File: src/rtl/addr_sweep_gen.sv
// ---------------------------------------------------------------------------
// addr_sweep_gen
//
// Programmable address sweep generator. It sits between the memory/display
// controller and a RAM read port, and addr drives the RAM address directly.
// A load latches the sweep bounds, step and mode, then restarts the sweep.
// Each enabled cycle in RUN advances the address by one step. Four modes are
// supported: wrap up, wrap down, ping-pong and one-shot up. The wrap and done
// strobes are used for frame and refresh bookkeeping.
//
// Parameters:
//   ADDR_W  address width in bits (2..16)
//   STEP_W  width of the step input (1..ADDR_W)
//   DIV     advance divider (1..255); only used when ADDR_SEQ_PRESCALE_EN
//           is defined
//
// Ports:
//   clk         in   system clock, rising edge
//   rst         in   asynchronous active-high reset
//   load        in   latch configuration and (re)start the sweep
//   en          in   advance enable
//   start_addr  in   lower sweep bound (lo)
//   end_addr    in   upper sweep bound (hi)
//   step        in   address increment/decrement magnitude
//   mode        in   00 up-wrap, 01 down-wrap, 10 ping-pong, 11 one-shot up
//   addr        out  current address (registered)
//   dir         out  current direction, 0 up / 1 down
//   wrap        out  one-cycle pulse on wrap or turn-around
//   done        out  sticky one-shot completion flag
//   busy        out  high while in RUN
//   cfg_err     out  sticky, last load had lo > hi or step == 0
//
// Optional feature macro: ADDR_SEQ_PRESCALE_EN
//   When this macro is defined, an 8-bit prescaler counts the enabled RUN
//   cycles. Only every DIV-th such cycle advances the address.
// ---------------------------------------------------------------------------
module addr_sweep_gen #(
  parameter int ADDR_W = 8,
  parameter int STEP_W = 4,
  parameter int DIV    = 1
) (
  input  logic              clk,
  input  logic              rst,
  input  logic              load,
  input  logic              en,
  input  logic [ADDR_W-1:0] start_addr,
  input  logic [ADDR_W-1:0] end_addr,
  input  logic [STEP_W-1:0] step,
  input  logic [1:0]        mode,
  output logic [ADDR_W-1:0] addr,
  output logic              dir,
  output logic              wrap,
  output logic              done,
  output logic              busy,
  output logic              cfg_err
);

  // One extra bit holds every sum and difference. This lets the bound
  // compares see true carries and borrows instead of aliased values.
  localparam int EXT_W = ADDR_W + 1;

  // Stop elaboration if the parameters fall outside the range that the
  // extended-width arithmetic below was written for.
  if (ADDR_W < 2 || ADDR_W > 16 || STEP_W < 1 || STEP_W > ADDR_W ||
      DIV < 1 || DIV > 255) begin : g_badParam
    $error("addr_sweep_gen: parameter out of range");
  end

  typedef enum logic [1:0] {
    IDLE = 2'd0,
    RUN  = 2'd1,
    DONE = 2'd2,
    ERR  = 2'd3
  } state_t;

  localparam logic [1:0] MODE_UP   = 2'b00;
  localparam logic [1:0] MODE_DOWN = 2'b01;
  localparam logic [1:0] MODE_PP   = 2'b10;
  localparam logic [1:0] MODE_ONE  = 2'b11;

  state_t              state_q, state_d;
  logic [ADDR_W-1:0]   addr_q, addr_d;
  logic                dir_q, dir_d;
  logic                wrap_q, wrap_d;
  logic                done_q, done_d;
  logic                cfgErr_q, cfgErr_d;
  logic [ADDR_W-1:0]   lo_q, lo_d;
  logic [ADDR_W-1:0]   hi_q, hi_d;
  logic [STEP_W-1:0]   step_q, step_d;
  logic [1:0]          mode_q, mode_d;

  logic                advTick;
  logic [EXT_W-1:0]    addrX, loX, hiX, stepX;
  logic [EXT_W-1:0]    sumX, diffX, floorX;
  logic                upFits, downFits;

  // The compares are done on zero-extended copies of the current address
  // and the latched configuration. upFits means one step up stays at or
  // below hi. downFits means one step down stays at or above lo. It is
  // written as addr >= lo + step so the subtraction can never borrow past
  // zero.
  always_comb begin
    addrX    = {1'b0, addr_q};
    loX      = {1'b0, lo_q};
    hiX      = {1'b0, hi_q};
    stepX    = {{(EXT_W-STEP_W){1'b0}}, step_q};
    sumX     = addrX + stepX;
    diffX    = addrX - stepX;
    floorX   = loX + stepX;
    upFits   = (sumX <= hiX);
    downFits = (addrX >= floorX);
  end

`ifdef ADDR_SEQ_PRESCALE_EN
  logic [7:0] presc_q, presc_d;

  // The prescaler counts only the cycles that could advance: RUN with en
  // high and no load. It fires and clears on the DIV-1 count. A load
  // restarts the count so that every new sweep starts from a clean
  // divider phase.
  always_comb begin
    presc_d = presc_q;
    advTick = 1'b0;
    if (load) begin
      presc_d = 8'd0;
    end else if (state_q == RUN && en) begin
      if (presc_q == 8'(DIV - 1)) begin
        advTick = 1'b1;
        presc_d = 8'd0;
      end else begin
        presc_d = presc_q + 8'd1;
      end
    end
  end

  // Prescaler count register, cleared by reset.
  always_ff @(posedge clk or posedge rst) begin
    if (rst) begin
      presc_q <= 8'd0;
    end else begin
      presc_q <= presc_d;
    end
  end
`else
  // With no prescaler, every enabled RUN cycle advances. A load always
  // wins over en, so no advance happens in a load cycle.
  always_comb begin
    advTick = (state_q == RUN) && en && !load;
  end
`endif

  // Next-state and next-output logic. By default everything holds and wrap
  // drops, so IDLE, DONE and ERR simply freeze the outputs. A load is
  // checked first in every state. It latches the configuration whether or
  // not it is valid, so the sticky cfg_err always describes the most
  // recent load.
  always_comb begin
    state_d  = state_q;
    addr_d   = addr_q;
    dir_d    = dir_q;
    wrap_d   = 1'b0;
    done_d   = done_q;
    cfgErr_d = cfgErr_q;
    lo_d     = lo_q;
    hi_d     = hi_q;
    step_d   = step_q;
    mode_d   = mode_q;

    if (load) begin
      lo_d   = start_addr;
      hi_d   = end_addr;
      step_d = step;
      mode_d = mode;
      if (start_addr > end_addr || step == '0) begin
        state_d  = ERR;
        cfgErr_d = 1'b1;
        addr_d   = start_addr;
      end else begin
        state_d  = RUN;
        done_d   = 1'b0;
        cfgErr_d = 1'b0;
        if (mode == MODE_DOWN) begin
          addr_d = end_addr;
          dir_d  = 1'b1;
        end else begin
          addr_d = start_addr;
          dir_d  = 1'b0;
        end
      end
    end else if (advTick) begin
      case (mode_q)
        MODE_UP: begin
          if (upFits) begin
            addr_d = sumX[ADDR_W-1:0];
          end else begin
            addr_d = lo_q;
            wrap_d = 1'b1;
          end
        end
        MODE_DOWN: begin
          if (downFits) begin
            addr_d = diffX[ADDR_W-1:0];
          end else begin
            addr_d = hi_q;
            wrap_d = 1'b1;
          end
        end
        MODE_PP: begin
          if (!dir_q) begin
            if (upFits) begin
              addr_d = sumX[ADDR_W-1:0];
            end else begin
              dir_d  = 1'b1;
              wrap_d = 1'b1;
              addr_d = downFits ? diffX[ADDR_W-1:0] : lo_q;
            end
          end else begin
            if (downFits) begin
              addr_d = diffX[ADDR_W-1:0];
            end else begin
              dir_d  = 1'b0;
              wrap_d = 1'b1;
              addr_d = upFits ? sumX[ADDR_W-1:0] : hi_q;
            end
          end
        end
        MODE_ONE: begin
          if (upFits) begin
            addr_d = sumX[ADDR_W-1:0];
          end else begin
            state_d = DONE;
            done_d  = 1'b1;
            wrap_d  = 1'b1;
          end
        end
        default: begin
          addr_d = addr_q;
        end
      endcase
    end
  end

  // State, output and configuration registers. Reset returns everything to
  // zero and IDLE immediately, so a fresh load is needed before the
  // generator will sweep again.
  always_ff @(posedge clk or posedge rst) begin
    if (rst) begin
      state_q  <= IDLE;
      addr_q   <= '0;
      dir_q    <= 1'b0;
      wrap_q   <= 1'b0;
      done_q   <= 1'b0;
      cfgErr_q <= 1'b0;
      lo_q     <= '0;
      hi_q     <= '0;
      step_q   <= '0;
      mode_q   <= MODE_UP;
    end else begin
      state_q  <= state_d;
      addr_q   <= addr_d;
      dir_q    <= dir_d;
      wrap_q   <= wrap_d;
      done_q   <= done_d;
      cfgErr_q <= cfgErr_d;
      lo_q     <= lo_d;
      hi_q     <= hi_d;
      step_q   <= step_d;
      mode_q   <= mode_d;
    end
  end

  // All outputs come straight from registers. busy is a decode of the
  // registered state, so it has no combinational path from the inputs.
  always_comb begin
    addr    = addr_q;
    dir     = dir_q;
    wrap    = wrap_q;
    done    = done_q;
    busy    = (state_q == RUN);
    cfg_err = cfgErr_q;
  end

endmodule

File: config.mk
export PLATFORM = sky130hd
export DESIGN_NAME = addr_sweep_gen
export DESIGN_NICKNAME = d
export VERILOG_FILES = /design/src/rtl/addr_sweep_gen.sv
export SDC_FILE = /design/constraint.sdc
export NUM_CORES = 1
export LEC_CHECK = 0
export CAP_MARGIN = 20
export CORE_MARGIN = 2
export CORE_UTILIZATION = 45
export CTS_BUF_LIST = sky130_fd_sc_hd__clkbuf_2 sky130_fd_sc_hd__clkbuf_4 sky130_fd_sc_hd__clkbuf_8
export CTS_CLUSTER_SIZE = 20
export DETAILED_ROUTE_END_ITERATION = 7
export DONT_BUFFER_PORTS = 1
export RECOVER_POWER = 25
export SLEW_MARGIN = 5
export SYNTH_ARGS = -nofsm -noshare
export SYNTH_HDL_FRONTEND = slang
export SYNTH_SLANG_ARGS = --single-unit
export TNS_END_PERCENT = 100
File: constraint.sdc
create_clock -name clk -period 10.1 [get_ports clk]
set_clock_uncertainty 0.15 [all_clocks]
set_input_delay 2.02 -clock clk [delete_from_list [all_inputs] [get_ports clk]]
set_output_delay 2.02 -clock clk [all_outputs]
set_load 0.005 [all_outputs]
==> flow_summary.ini, run 1 <==
[clock_tree]
clock_path_buffers = 2
postCtsSetupBuffers = 0
cts.sink_count = 36
cts_resized = 0
cts_tree = done
cts.htree.levels = 2
cts-root-buf = clkbuf_8
numCtsBuffers = 5
postCtsHoldBufs = 0
clock_latency_ps = 300
clk_pin_slew_ps = 90

[place]
gp_congestion = 0.950
dp.cells = 526
port_buffers = 0
dpl-instance-area_mm2 = 0.00383
hpwl_mm = 9.36

[route]
drc = 0
dr.pass1.iters = 5
drt_iter0_drc = 315
post_drt_wl_per_cell_um = 23.1
drt_wl_total_mm = 12.4
via_count = 3472
viasPerCell = 6.50
ant_nets = 0

[floorplanning]
core_area_mm2 = 0.00822
fp.dieH_um = 96.3
die_w_um = 96.3
ioPinCount = 39
rows = 33
die_area_mm2 = 0.00927
initial_utilization = 0.466

[synthesis]
synth_seq_cells = 36
ys_types = 83
ys_warn_count = 0
syn_avg_cell_area_um2 = 8.71
synth_edf_count = 0
synth_fp_nets = 509
syn-instance-count = 440
yosysTopAreaCellShare = 0.235
synth_flop_cell = dfrtp_1
ys_seq_area_frac = 0.235
syn_area_mm2 = 0.00383
ys_top_cells_by_area = dfrtp_1 24%, ha_1 13%, inv_1 4.1%, o21ai_0 4.0%, nand2_1 3.7%
synth_top_area_cell = dfrtp_1
async_flop_share = 1.00

[sta]
setup_violations = 0
finalHoldViolCount = 0
period_needed_ps = 5010
drv_slew = 37
worst_pin_slew_ps = 2060
period_share = 0.496
relSlewSlack = -0.371
max_freq_mhz = 200
rsz0062_at_grt = false
tns_ps = 0

[critical_path]
crit-reg2reg-launch = addr[1]
r2r_end = addr[1]
path_cells = inv_1 > fa_1 > nor3_1 > nor3_1 > or3_1 > xnor2_1 > ha_1 > a211oi_1 > o221ai_1 > o21a_1 > nor2_1 > mux2i_1 > a221oi_1 > o32a_1
critPathLaunchType = flip-flop
path_class = reg -> reg
endpoint_kind = flip-flop
reg2reg_depth = 14
path_max_fanout = 11
slowest_delay_ps = 800
cp.arrival_ps = 5110
cp_slowest_cell = nor2_1
r2r_setup_slack_ps = 5090
required_ps = 10190
crit_path_frequent_cell = nor3_1

[finish]
syn2layout_area_growth_pct = 2.78
fin_area_mm2 = 0.00394
antenna_cells = 0
final_cells = 534
num-nets-final = 497
final_util = 0.479
layout-drive-gt1-share = 0.0979

[pwr]
ir_drop_mv = 0.0902
power_leakage_uw = 0.00169
p_per_area_mw_per_mm2 = 223

[status]
status = finished, violations left
violations = capacitance limit, slew limit

[min_path]
hold_path_startpoint = cfg_err
worstHoldPathCells = 1
hold_path_class = reg -> reg
min_to = cfg_err

[global_route]
grt_usage = 0.279
overflow = 0
grt_pass1_wl_mm = 19.1
antenna_found_initial = 0
grt_max_degree = 58
grt_pass1_vias = 3412

[run]
drv_cap = 1
## where the power goes
group / switching, uW / internal [uW] / total (uW)
combinational: 341 / 191 / 531
sequential: 48.4 / 166 / 214
clock: 61.2 / 73.2 / 134
total: 450 / 430 / 880
## cell usage after synthesis (4+ instances only)
cell type / instances
nor3_1: 15
o211ai_1: 6
and3_1: 4
o31ai_1: 7
mux2_2: 8
ha_1: 40
xor2_1: 7
a221oi_1: 4
nand3_1: 5
xnor2_1: 8
dfrtp_1: 36
nor4_1: 4
inv_1: 42
o311ai_0: 4
clkbuf_1: 10
nor2b_1: 7
o21ai_0: 31
nand2_1: 38
o21ai_1: 4
a21oi_1: 26
a211oi_1: 4
mux2i_1: 9
a21o_1: 6
clkbuf_8: 5
nor2_1: 17
## critical path: cells and delay by family, from the launching register on
kind | cells | cell delay (ps)
AND/OR/NAND/NOR | 4 | 1520
AO/OA/AOI/OAI | 5 | 1280
adder cells (fa/ha/maj) | 2 | 820
flip-flops | 1 | 520
XOR/XNOR | 1 | 360
multiplexers | 1 | 190
buffers and inverters | 1 | 130
## flip-flops by register name, summed over array words and instances (netlist names)
signal,cells
step_q,4
done,1
addr,8
state_q,2
wrap,1
hi_q,8
mode_q,2
cfg_err,1
lo_q,8
dir,1
## routing by layer
| metal | routed length, um | GRT usage | vias up |
|---|---|---|---|
| met4 | 181 | 0.0631 | 0 |
| li1 | - | - | 1607 |
| met1 | 5480 | 0.373 | 1711 |
| met5 | 0 | 0 | - |
| met2 | 5890 | 0.472 | 135 |
| met3 | 806 | 0.0431 | 19 |
## cells by family (layout without fill, tap and decap cells)
kind of cell,count (synthesis),in the layout,share of synthesized area
multiplexers,18,18,0.0509
AND/OR/NAND/NOR,118,118,0.169
XOR/XNOR,15,15,0.0343
buffers and inverters,63,52,0.0787
adder cells (fa/ha/maj),43,43,0.146
AO/OA/AOI/OAI,147,147,0.285
flip-flops,36,36,0.235
## layout make-up
type | count | area, um2
fill | 823 | 4280
multi-input combinational | 341 | 2630
tap | 105 | 131
inverter | 43 | 161
clock inverter | 3 | 42.5
sequential | 36 | 901
timing repair buffer | 1 | 3.75
clock buffer | 5 | 68.8
## placed cells by master, fill, tap and decap left out, types with 5 or more instances in the layout
| cell | instances |
|---|---|
| ha_1 | 40 |
| o21ai_0 | 31 |
| xor2_1 | 7 |
| mux2_2 | 8 |
| a21oi_1 | 26 |
| nor3_1 | 15 |
| clkbuf_8 | 5 |
| nand2_1 | 38 |
| a21o_1 | 6 |
| mux2i_1 | 9 |
| o31ai_1 | 7 |
| nand3_1 | 5 |
| nor2b_1 | 7 |
| nor2_1 | 17 |
| xnor2_1 | 8 |
| dfrtp_1 | 36 |
| inv_1 | 42 |
| o211ai_1 | 6 |
## worst max path at each step
| stage | end | cells after the start | from | slack (ps) |
|---|---|---|---|---|
| final | addr[1] | 14 | addr[1] | 5090 |
| after global routing | addr[1] | 14 | addr[1] | 4820 |
| after CTS | addr[1] | 14 | addr[1] | 5190 |
| after detailed placement | addr[1] | 14 | addr[1] | 5230 |
| after global placement | addr[1] | 14 | addr[1] | 5330 |
| after floorplan | addr[3] | 9 | end_addr[6] | 6000 |
## through the flow
step	hold slack [ps]	worst slack, ps	total power, uW
6_report	362	5090	880
5_1_grt	402	4820	937
4_1_cts	367	5190	866
3_5_place_dp	349	5230	730
3_3_place_gp	334	5330	729
2_1_floorplan	323	6000	608
Power figures use the tool's default switching activity.
==> run 2: changes to the inputs <==
clock period = 4.44 ns   (was 10.1 ns; I/O delays follow)
==> flow_summary.ini, run 2 (synthesis results as in run 1) <==
[status]
status = completed

[critical_path]
r2r_end = addr[1]
endpoint_kind = flip-flop
cp.arrival_ps = 4250
reg2reg_depth = 15
crit_family = compound AO/OA/AOI/OAI gates
r2r_setup_slack_ps = 220
path_class = reg -> reg
slowest_delay_ps = 410
required_ps = 4470
cp_slowest_cell = dfrtp_1
critPathBufInv = 1
crit-reg2reg-launch = step_q[0]
critPathLaunchType = flip-flop
path_max_fanout = 5
path_cells = ha_1 > inv_1 > fa_1 > nor3_2 > nor3_1 > or3_1 > xnor2_2 > ha_1 > a211oi_1 > o221ai_2 > o211ai_1 > nand2_2 > nor3_2 > o21ai_0 > o32a_1

[sta]
worst_pin_slew_ps = 549
setup_violations = 0
setup_ws_ps = 224
period_needed_ps = 4220
max_freq_mhz = 237
relSlewSlack = 0.634
drv_slew = 0
rsz0062_at_grt = false
tns_ps = 0
finalHoldViolCount = 0
period_share = 0.950

[route]
wl_met2_mm = 5.97
wl_met3_um = 934
via_count = 3581
ant_nets = 0
dr.pass1.iters = 5
viasPerCell = 6.46
drt_wl_total_mm = 12.7
post_drt_wl_per_cell_um = 22.9
drt_iter0_drc = 251
drc = 0
wl_met1_mm = 5.45
highest_layer = met4

[finish]
num-nets-final = 518
syn2layout_area_growth_pct = 8.26
mostFrequentLayoutCell = inv_1
antenna_cells = 0
layout_common_cells = 42 x inv_1, 40 x ha_1, 37 x nand2_1
layout-drive-gt1-share = 0.167

[pwr]
power_frac_comb = 0.651
p_clk_frac = 0.128
power_frac_seq = 0.221
p_per_area_mw_per_mm2 = 516
ir_drop_mv = 0.221
switching_share = 0.494
switchingPower_uw = 1060
power_leakage_uw = 0.00181
power.internal_uw = 1080

[place]
hpwl_mm = 9.82
place_worst_setup_slack_ps = 64.2
port_buffers = 0
gp_congestion = 0.979

[run]
drv_cap = 0

[clock_tree]
clock_latency_ps = 300
postCtsSetupBuffers = 0
cts.htree.levels = 2
clock_path_buffers = 2
numCtsBuffers = 5
cts.sink_count = 36
cts_tree = done
clk_pin_slew_ps = 80
cts-root-buf = clkbuf_8

[global_route]
overflow = 0
grt_usage = 0.287
grt_pass1_wl_mm = 19.6
antenna_found_initial = 0
grt_max_degree = 58
grt_pass1_vias = 3530

[floorplanning]
core_area_mm2 = 0.00822
die_w_um = 96.3
ioPinCount = 39
die_area_mm2 = 0.00927
initial_utilization = 0.466
fp.dieH_um = 96.3
rows = 33

[min_path]
min_to = state_q[1]
hold_path_startpoint = state_q[1]
worstHoldPathCells = 1
hold_path_class = reg -> reg
run 2: layout make-up:
class	instances	area (um2)
Clock buffer	7	96.3
Fill cell	819	4070
Inverter	43	161
Multi-Input combinational cell	341	2690
Sequential cell	36	901
Tap cell	105	131
Timing Repair Buffer	22	165
run 2: power by group through the flow:
stage	logic, uW	registers (uW)	clock network, uW
after floorplan	947	437	0
after detailed placement	1310	479	0
final	1390	474	273
after CTS	1320	472	277
after global routing	1500	487	286
after global placement	1320	478	0
run 2: how the worst max path moves through the flow:
stage / endpoint / cells past startpoint / from / slack, ps
after floorplan: addr[4] / 14 / addr[1] / 540
after global placement: addr[1] / 15 / addr[0] / 100
after detailed placement: addr[1] / 15 / step_q[0] / 60
after CTS: addr[1] / 15 / step_q[0] / 30
after global routing: addr[1] / 15 / step_q[0] / 8
final: addr[1] / 15 / step_q[0] / 220
run 2: worst reg2reg max path: stages, from the launching register on:
cell and delay, ps:
dfrtp_1 410, ha_1 200, inv_1 70, fa_1 410
nor3_2 220, nor3_1 100, or3_1 350, xnor2_2 160
ha_1 320, a211oi_1 270, o221ai_2 180, o211ai_1 340
nand2_2 180, nor3_2 270, o21ai_0 150, o32a_1 300
run 2: metal layers:
metal	vias to the layer above	GRT usage
met1	1714	0.387
met3	26	0.0470
met5	-	0
met4	0	0.0821
met2	189	0.472
li1	1652	-
run 2: what timing repair did:
action,CTS,global route
gates resized for setup,0,14
endpoints found under the setup margin,0,12
hold buffers,0,0
run 2: stage by stage:
step | instance area, um2 | instances | power (uW) | utilization | hold WS [ps]
2_1_floorplan | 3830 | 440 | 1380 | - | 323
3_3_place_gp | 3990 | 547 | 1800 | 0.485 | 342
3_5_place_dp | 3990 | 547 | 1790 | 0.485 | 350
4_1_cts | 4090 | 554 | 2070 | 0.497 | 368
5_1_grt | 4150 | 554 | 2280 | 0.505 | 384
6_report | 4150 | 554 | 2140 | 0.505 | 369
==> run 3: changes to the inputs <==
RECOVER_POWER = 100   (was 25)
==> flow_summary.ini, run 3 (synthesis results as in run 1) <==
[critical_path]
slowest_delay_ps = 530
cp.arrival_ps = 4330
path_max_fanout = 5
path_class = reg -> reg
required_ps = 4480
reg2reg_depth = 14
critPathLaunchType = flip-flop
crit_family = compound AO/OA/AOI/OAI gates
r2r_setup_slack_ps = 140
cp_slowest_cell = a211oi_1
critPathBufInv = 2
endpoint_kind = flip-flop
crit-reg2reg-launch = addr[1]
r2r_end = addr[0]
path_cells = clkbuf_1 > ha_1 > nor3b_1 > o31ai_1 > a211oi_1 > or2_2 > ha_1 > nand4_1 > o22a_1 > o211ai_1 > a21oi_1 > clkbuf_1 > a22oi_1 > o31a_1

[clock_tree]
cts-root-buf = clkbuf_8
clock_latency_ps = 300
cts_tree = done
cts.htree.levels = 2
postCtsHoldBufs = 0
postCtsSetupBuffers = 0
numCtsBuffers = 5
clk_pin_slew_ps = 90
clock_path_buffers = 2
cts.sink_count = 36

[global_route]
overflow = 0
grt_max_degree = 58
antenna_found_initial = 0
grt_pass1_wl_mm = 19.6
grt_usage = 0.287
grt_pass1_vias = 3530

[pwr]
power_leakage_uw = 0.00179
finalPower_uw = 2130
ir_drop_mv = 0.221
p_per_area_mw_per_mm2 = 517

[place]
place_worst_setup_slack_ps = 64.2
hpwl_mm = 9.82
port_buffers = 0
gp_congestion = 0.979
dp.cells = 547

[route]
viasPerCell = 6.47
ant_nets = 0
drt_iter0_drc = 286
post_drt_wl_per_cell_um = 22.9
drt_wl_total_mm = 12.7
drc = 0
dr.pass1.iters = 5
via_count = 3585

[min_path]
hold_path_class = reg -> reg
hold_path_startpoint = state_q[1]
worstHoldPathCells = 1
min_to = state_q[1]

[finish]
layout-drive-gt1-share = 0.156
regArea_um2 = 901
fill_cells = 823
num-nets-final = 518
multi_input_area_mm2 = 0.00269
final_cells = 554
antenna_cells = 0
mostFrequentLayoutCell = inv_1
layout_common_cells = 42 x inv_1, 40 x ha_1, 37 x nand2_1
syn2layout_area_growth_pct = 7.64

[sta]
worst_pin_slew_ps = 2110
tns_ps = 0
relSlewSlack = -0.408
period_needed_ps = 4300
setup_violations = 0
setup_ws_ps = 143
whs_ps = 368
period_share = 0.968
max_freq_mhz = 233
finalHoldViolCount = 0
drv_slew = 37
rsz0062_at_grt = false

[floorplanning]
initial_utilization = 0.466
fp.dieH_um = 96.3
rows = 33
core_area_mm2 = 0.00822
ioPinCount = 39
die_area_mm2 = 0.00927
die_w_um = 96.3

[status]
violations = capacitance limit, slew limit
status = finished, violations left

[run]
drv_cap = 1
-- run 3: changes by cell type in the layout (fill, tap and decap cells not counted) --
cell,delta
a21oi_2,-1
clkbuf_2,+2
clkbuf_1,+4
a21oi_1,+1
buf_4,-6
-- run 3: cell type report --
cell class,count,share of cell area
inverters,43,0.0391
repair buffers,22,0.0352
multi-input cells,341,0.652
well taps,105,0.0318
clock buffers,7,0.0234
flip-flops and latches,36,0.218
-- run 3: worst max path at each step --
stage,end,depth (start not counted),start
after global placement,addr[1],15,addr[0]
final,addr[0],14,addr[1]
after global routing,addr[1],15,step_q[0]
after detailed placement,addr[1],15,step_q[0]
after floorplan,addr[4],14,addr[1]
after CTS,addr[1],15,step_q[0]
-- run 3: where the power goes --
part	internal [uW]	leakage (uW)	switching [uW]
registers	377	0.000428	97.0
clock network	139	0.0000503	137
logic	553	0.00131	830
total	1070	0.00179	1060
-- run 3: through the flow --
stage / cell area (um2) / util
after floorplan: 3830 / -
after global placement: 3990 / 0.485
after detailed placement: 3990 / 0.485
after CTS: 4090 / 0.497
after global routing: 4130 / 0.502
final: 4130 / 0.502
-- run 3: worst reg2reg max path: cells and delay by family, from the launching register on --
kind	cells	cell delay [ps]
compound gates	7	1880
simple gates	3	700
buf+inv	2	550
fa+ha+maj	2	550
flops	1	350
-- run 3: metal layers --
layer,share of wire,vias to the layer above,track usage,wire [um]
met2,0.47,173,0.472,5980
met4,0.023,0,0.0821,288
met5,0,-,0,0
met1,0.43,1737,0.387,5430
met3,0.076,24,0.0470,967
li1,-,1651,-,-
-- run 3: timing repair --
| item | in CTS | in global routing |
|---|---|---|
| resized for setup | 0 | 14 |
| endpoints found under the hold margin | 0 | 0 |
| endpoints found under the setup margin | 0 | 12 |
